[src/rtl/rsa_pkg.sv]
// rsa_pkg: shared types and constants for the RSA accelerator sequencers.
//   state_t     - modular-exponentiation sequencer states
//   MUL_OP_*    - encoding of the mul_op command bit
//   RSA_WIDTH   - default exponent / operand width
//   len_is_zero - decodes the length unit's "exponent was zero" code
package rsa_pkg;

  typedef enum logic [3:0] {
    IDLE,
    ARM,
    LEN,
    INIT,
    SQR,
    SQR_W,
    MUL,
    MUL_W,
    NXT,
    FIN
  } state_t;

  localparam logic MUL_OP_SQR = 1'b0;
  localparam logic MUL_OP_MUL = 1'b1;

  localparam int RSA_WIDTH = 64;

  // The length unit reports all-ones when it never found a set bit.
  function automatic logic len_is_zero(input logic [31:0] len);
    return &len;
  endfunction

endpackage

[src/rtl/modexp_seq.sv]
// modexp_seq: left-to-right square-and-multiply sequencer.
// Latches an exponent, lets the serial bit-length unit find its MSB index,
// then walks the exponent from that MSB down to bit 0, issuing one square per
// bit and one extra multiply for every set bit to the modular multiplier.
//
// Ports:
//   clk, rstn     clock (rising edge), asynchronous active-low reset
//   start         request pulse, only honoured in IDLE (start beats abort)
//   abort         synchronous cancel, honoured in any state but IDLE/FIN
//   exponent      exponent, captured when start is accepted
//   busy          high while a run is in progress (low in IDLE and FIN)
//   done          one-cycle pulse on normal completion
//   op_count      multiplier commands issued in the current/last run
//   len_in        latched exponent, fed to the length unit
//   len_rstn      active-low re-arm of the length unit (rstn & ~arm)
//   len_en        length unit enable
//   len_length    MSB index from the length unit (all-ones: exponent==0)
//   len_end       length unit finished (level)
//   acc_init      one-cycle pulse: datapath loads accumulator with 1
//   mul_start     one-cycle multiplier command pulse
//   mul_op        0 square, 1 multiply by base; valid with mul_start
//   mul_done      multiplier completion pulse
//
// state | meaning
// IDLE  | waiting for start
// ARM   | length unit held in reset for one cycle, samples len_in
// LEN   | length unit running, waiting for len_end
// INIT  | accumulator loaded with 1
// SQR   | square command issued
// SQR_W | waiting for square to finish
// MUL   | multiply command issued
// MUL_W | waiting for multiply to finish
// NXT   | step to next lower exponent bit or finish
// FIN   | done pulse, back to IDLE
module modexp_seq
  import rsa_pkg::*;
#(
  parameter int WIDTH = RSA_WIDTH,
  parameter int CNTW  = 8
) (
  input  logic             clk,
  input  logic             rstn,
  input  logic             start,
  input  logic             abort,
  input  logic [WIDTH-1:0] exponent,
  output logic             busy,
  output logic             done,
  output logic [CNTW-1:0]  op_count,
  output logic [WIDTH-1:0] len_in,
  output logic             len_rstn,
  output logic             len_en,
  input  logic [31:0]      len_length,
  input  logic             len_end,
  output logic             acc_init,
  output logic             mul_start,
  output logic             mul_op,
  input  logic             mul_done
);

  localparam int IDXW = $clog2(WIDTH);
  localparam logic [CNTW-1:0] CNT_ONE = CNTW'(1);
  localparam logic [IDXW-1:0] IDX_ONE = IDXW'(1);

  state_t          state;
  logic [IDXW-1:0] idx;
  logic            zero_exp;
  logic            arm;

  // The length unit is re-armed through its own reset so it restarts from
  // a clean state and samples the freshly latched exponent.
  assign len_rstn = rstn & ~arm;

  // All outputs are registered: each one is loaded on the transition into
  // the state that owns it, so it is valid for exactly the cycles spent
  // in that state.
  always_ff @(posedge clk or negedge rstn) begin
    if (!rstn) begin
      state     <= IDLE;
      idx       <= '0;
      zero_exp  <= 1'b0;
      arm       <= 1'b0;
      busy      <= 1'b0;
      done      <= 1'b0;
      op_count  <= '0;
      len_in    <= '0;
      len_en    <= 1'b0;
      acc_init  <= 1'b0;
      mul_start <= 1'b0;
      mul_op    <= MUL_OP_SQR;
    end else begin
      arm       <= 1'b0;
      acc_init  <= 1'b0;
      mul_start <= 1'b0;
      done      <= 1'b0;

      if (abort && (state != IDLE) && (state != FIN)) begin
        // Any in-flight multiplier op is simply abandoned; its late
        // mul_done lands in IDLE where it is ignored.
        state  <= IDLE;
        busy   <= 1'b0;
        len_en <= 1'b0;
      end else begin
        case (state)
          IDLE: begin
            if (start) begin
              len_in   <= exponent;
              op_count <= '0;
              arm      <= 1'b1;
              busy     <= 1'b1;
              state    <= ARM;
            end
          end

          ARM: begin
            len_en <= 1'b1;
            state  <= LEN;
          end

          LEN: begin
            if (len_end) begin
              len_en   <= 1'b0;
              idx      <= len_length[IDXW-1:0];
              zero_exp <= len_is_zero(len_length);
              acc_init <= 1'b1;
              state    <= INIT;
            end
          end

          INIT: begin
            if (zero_exp) begin
              // Result is the freshly loaded 1; no commands needed.
              done  <= 1'b1;
              busy  <= 1'b0;
              state <= FIN;
            end else begin
              // The first square of acc=1 is kept to keep the command
              // stream uniform for every bit.
              mul_start <= 1'b1;
              mul_op    <= MUL_OP_SQR;
              op_count  <= op_count + CNT_ONE;
              state     <= SQR;
            end
          end

          SQR: state <= SQR_W;

          SQR_W: begin
            if (mul_done) begin
              if (len_in[idx]) begin
                mul_start <= 1'b1;
                mul_op    <= MUL_OP_MUL;
                op_count  <= op_count + CNT_ONE;
                state     <= MUL;
              end else begin
                state <= NXT;
              end
            end
          end

          MUL: state <= MUL_W;

          MUL_W: begin
            if (mul_done) state <= NXT;
          end

          NXT: begin
            if (idx == '0) begin
              done  <= 1'b1;
              busy  <= 1'b0;
              state <= FIN;
            end else begin
              idx       <= idx - IDX_ONE;
              mul_start <= 1'b1;
              mul_op    <= MUL_OP_SQR;
              op_count  <= op_count + CNT_ONE;
              state     <= SQR;
            end
          end

          FIN: state <= IDLE;

          default: begin
            busy   <= 1'b0;
            len_en <= 1'b0;
            state  <= IDLE;
          end
        endcase
      end
    end
  end

endmodule

[config.mk]
export PLATFORM = sky130hd
export DESIGN_NAME = modexp_seq
export DESIGN_NICKNAME = d
export VERILOG_FILES = /design/src/rtl/rsa_pkg.sv /design/src/rtl/modexp_seq.sv
export SDC_FILE = /design/constraint.sdc
export NUM_CORES = 1
export LEC_CHECK = 0
export CELL_PAD_IN_SITES_DETAIL_PLACEMENT = 1
export CELL_PAD_IN_SITES_GLOBAL_PLACEMENT = 1
export CORE_ASPECT_RATIO = 2
export CORE_MARGIN = 2
export CORE_UTILIZATION = 32
export CTS_BUF_LIST = sky130_fd_sc_hd__clkbuf_4 sky130_fd_sc_hd__clkbuf_8 sky130_fd_sc_hd__clkbuf_16
export DETAILED_ROUTE_END_ITERATION = 16
export PLACE_DENSITY = 0.82
export REMOVE_ABC_BUFFERS = 1
export SLEW_MARGIN = 20
export SYNTH_ARGS = -nofsm -noshare
export SYNTH_HDL_FRONTEND = slang
export SYNTH_SLANG_ARGS = --single-unit
[constraint.sdc]
create_clock -name clk -period 3.1 [get_ports clk]
set_input_delay 0.31 -clock clk [delete_from_list [all_inputs] [get_ports clk]]
set_output_delay 0.31 -clock clk [all_outputs]
set_load 0.1 [all_outputs]
==> results.md <==
* Number of cells traversed by the worst register-to-register path at 7
* Endpoint arrival time on the critical path at 3.03 ns
* Final global-route overflow total at 0
* Type of the setup path with the least slack: flip-flop to flip-flop
* Yosys cell types at 53
* Outcome: complete, no violations
* Register-to-Register Setup Slack at 0.33 ns
* Slew HR at 32.2%
* CTS Buffer Depth at 2
* Vias per std cell at 5.12
* First-pass GRT wire length at 27000 um
* Number of CTS-inserted buffers at 9
* Clock tree root driver cell: sky130_fd_sc_hd__clkbuf_16
* Number of warning messages in the yosys log at 0
* Share of the yosys chip area belonging to registers at 48.7%
* Starting utilization of the core area at 32.4%
* Detailed router's first-iteration violation count at 168
* Total GRT Usage at 22.7%
* Number of failing hold endpoints at the final stage at 0
* Count of instances resized after the clock tree is built at 0
* Signed area change from the synthesized netlist to the final layout at 47.8%
* CP Max Fanout at 19
* Number of H-tree levels at 3
* Area of the mapped netlist at 0.00462 sq mm
* Peak clock frequency supported by timing at 0.362 GHz
* # Max-Cap Violations at 0
* Antenna viol nets, final at 0
* Clock transition at path regs at 0.07 ns
* Residual DRC count at 0
* Area share of the largest cell type after synthesis at 48.7%
* Input/output buffers at 180
* Number of top-level pins at 181
* Filler Cells Inserted at 1681
* Total Nets Final at 804
* Die W at 89.0 um
* Largest area contributor in the synthesized netlist: sky130_fd_sc_hd__dfrtp_1
* Number of cell rows at 62
* Clock tree from TritonCTS: yes
* Number of search-and-repair iterations in the first detailed-routing pass at 4
* Number of buffers inserted by hold repair at cts at 1
* Source of the worst register-to-register timing path: idx[2]
* Post-Route WL at 16800 um
* CP Capture Type: flip-flop
* Type of the tightest min-delay check: primary input to async pin
* Avg Cell Area, Syn at 8.77 sq um
* Flip-flop and latch count after synthesis at 90
* Number of setup buffers added after CTS at 0
* Final setup violating endpoints at 0
* First element of the critical path: idx[2]
* Die outline height at 174 um
* Largest cells by area after synthesis: sky130_fd_sc_hd__dfrtp_1 49%, sky130_fd_sc_hd__nand2_1 17%, sky130_fd_sc_hd__mux4_2 3.9%, sky130_fd_sc_hd__mux2i_1 2.6%, sky130_fd_sc_hd__o21ai_0 2.5%
* Clock sinks at 90
* Post-synth top flop: sky130_fd_sc_hd__dfrtp_1
* Die Area at 0.0155 sq mm
* Number of enable-type register cells in the synthesized netlist at 0
* Layout Skew at 0.0104 ns
* Clock latency at the later pin of the worst-skew pair at 0.34 ns
* Ratio of cells with drive above 1 in the final layout at 11.1%
* Routability congestion estimate from global placement at 0.929
* Post-Place Cell Area at 0.00651 sq mm
* Detail-routed net length per standard cell at 18.8 um
* Number of instances in the synthesized netlist at 527
* Number of global-route vias before repair at 5094
* Antenna diode count at 0
* RSZ-0062 raised after global routing: no
* CP startpoint kind: flip-flop
* Critical Path End: op_count[5]
* Capture instance of the worst register-to-register path: op_count[5]
* Slew @ Worst Pin at 1.01 ns
* Post-detailed-placement half-perimeter wirelength at 12900 um
* Final clock period utilization by the worst path at 89.2%
* Final min period at 2.77 ns
* Area of all placed cells without fillers at 0.00683 sq mm
* Pin count of the biggest net entering global routing at 65
* Crit path required time at 3.36 ns
* Leading cell types by count after synthesis: 215 x sky130_fd_sc_hd__nand2_1, 90 x sky130_fd_sc_hd__dfrtp_1, 23 x sky130_fd_sc_hd__o21ai_0
* Initial antenna violation count at 0
* Area of the core at 0.0143 sq mm
* Worst path setup slack after routing at 0.335 ns
* Total via count in the routed design at 4587
* Cell with the most instances after synthesis: sky130_fd_sc_hd__nand2_1
* Final count of pins violating max slew at 0
* Worst setup slack before clock tree synthesis at 0.298 ns
* Ys async rst share at 100%
through the flow:
step	util (%)	hold WS [ns]	setup TNS, ns	cells
finish	47.9	0.481	0	896
global route	47.9	0.508	0	896
CTS	47.9	0.490	0	896
detailed placement	45.6	0.311	0	879
global placement	45.6	0.304	0	879
floorplan	-	0.0144	-9.22	496
logic make-up (layout without fill, tap and decap cells):
| family | count (synthesis) | after routing | share of synthesized area (%) |
|---|---|---|---|
| XOR/XNOR | 1 | 1 | 0.190 |
| multiplexers | 25 | 25 | 9.01 |
| flip-flops | 90 | 90 | 48.7 |
| AND/OR/NAND/NOR | 293 | 293 | 27.0 |
| AO/OA/AOI/OAI | 74 | 74 | 9.94 |
| adder cells (fa/ha/maj) | 3 | 3 | 0.812 |
| buffers and inverters | 41 | 218 | 4.30 |
layout make-up:
type                       count  area [sq um]  share of cell area [%]
sequential                    90          2250                    33.0
multi-input combinational    396          2180                    31.9
timing repair buffer         192          1810                    26.5
clock buffer                  11           246                    3.61
tap                          192           240                    3.52
clock inverter                 5          62.6                   0.916
inverter                      10          37.5                   0.549
routing by layer:
layer	share of wire [%]	GRT usage (%)	vias to the layer above
met1	34	24.7	2275
met2	58	41.9	135
met3	2.9	2.47	39
met5	0	0	-
met4	4.6	10.8	0
li1	-	-	2138
state kept, by name (all words and copies together), names as in the netlist, 4 cells and up:
register / cells
len_in: 64
idx: 6
op_count: 8
state: 4
worst min-delay path by stage:
stage,from,endpoint,slack (ns),cells past startpoint
2_1_floorplan,rstn,acc_init,0.01,0
3_3_place_gp,rstn,len_in[52],0.30,1
3_5_place_dp,rstn,len_in[52],0.31,1
4_1_cts,rstn,len_in[52],0.49,2
5_1_grt,exponent[57],len_in[57],0.51,3
6_report,rstn,len_in[52],0.48,2
layout by cell type, fill, tap and decap left out, types with 2 or more instances in the layout:
cell type,Yosys,routed
sky130_fd_sc_hd__o31ai_1,4,4
sky130_fd_sc_hd__nor3_1,3,3
sky130_fd_sc_hd__nand4_1,13,13
sky130_fd_sc_hd__a31oi_1,2,2
sky130_fd_sc_hd__or3_1,8,8
sky130_fd_sc_hd__a21oi_1,20,20
sky130_fd_sc_hd__mux4_2,8,8
sky130_fd_sc_hd__mux2i_1,12,12
sky130_fd_sc_hd__clkdlybuf4s50_1,0,142
sky130_fd_sc_hd__nand3_1,12,11
sky130_fd_sc_hd__mux4_1,4,4
sky130_fd_sc_hd__nand2_1,215,215
sky130_fd_sc_hd__inv_1,8,8
sky130_fd_sc_hd__or4_1,2,2
sky130_fd_sc_hd__nor2b_1,6,6
sky130_fd_sc_hd__and3_1,3,3
sky130_fd_sc_hd__clkbuf_16,0,9
sky130_fd_sc_hd__o21bai_1,2,2
sky130_fd_sc_hd__o21ai_0,23,23
sky130_fd_sc_hd__dfrtp_1,90,90
sky130_fd_sc_hd__o2111ai_1,2,2
sky130_fd_sc_hd__nor4_1,3,3
sky130_fd_sc_hd__nand2b_1,2,2
sky130_fd_sc_hd__and4_1,2,2
sky130_fd_sc_hd__clkinvlp_4,0,2
sky130_fd_sc_hd__a21boi_0,3,3
sky130_fd_sc_hd__ha_1,3,3
sky130_fd_sc_hd__o21ai_1,2,2
sky130_fd_sc_hd__nor2_1,18,18
sky130_fd_sc_hd__nand3b_1,2,2
sky130_fd_sc_hd__buf_4,0,48
sky130_fd_sc_hd__a22o_1,4,4
critical path, stage by stage, from the launching register on:
cell and delay (ns):
sky130_fd_sc_hd__dfrtp_1 0.78, sky130_fd_sc_hd__nor2_1 0.19, sky130_fd_sc_hd__nor4bb_1 0.19, sky130_fd_sc_hd__o21ai_0 0.29, sky130_fd_sc_hd__o21ai_0 0.15, sky130_fd_sc_hd__a31o_1 0.36, sky130_fd_sc_hd__or4_1 0.56, sky130_fd_sc_hd__a21oi_1 0.17
Power is not shown: default switching activity piles up to over one toggle a cycle in this logic, so the estimate is an artifact.
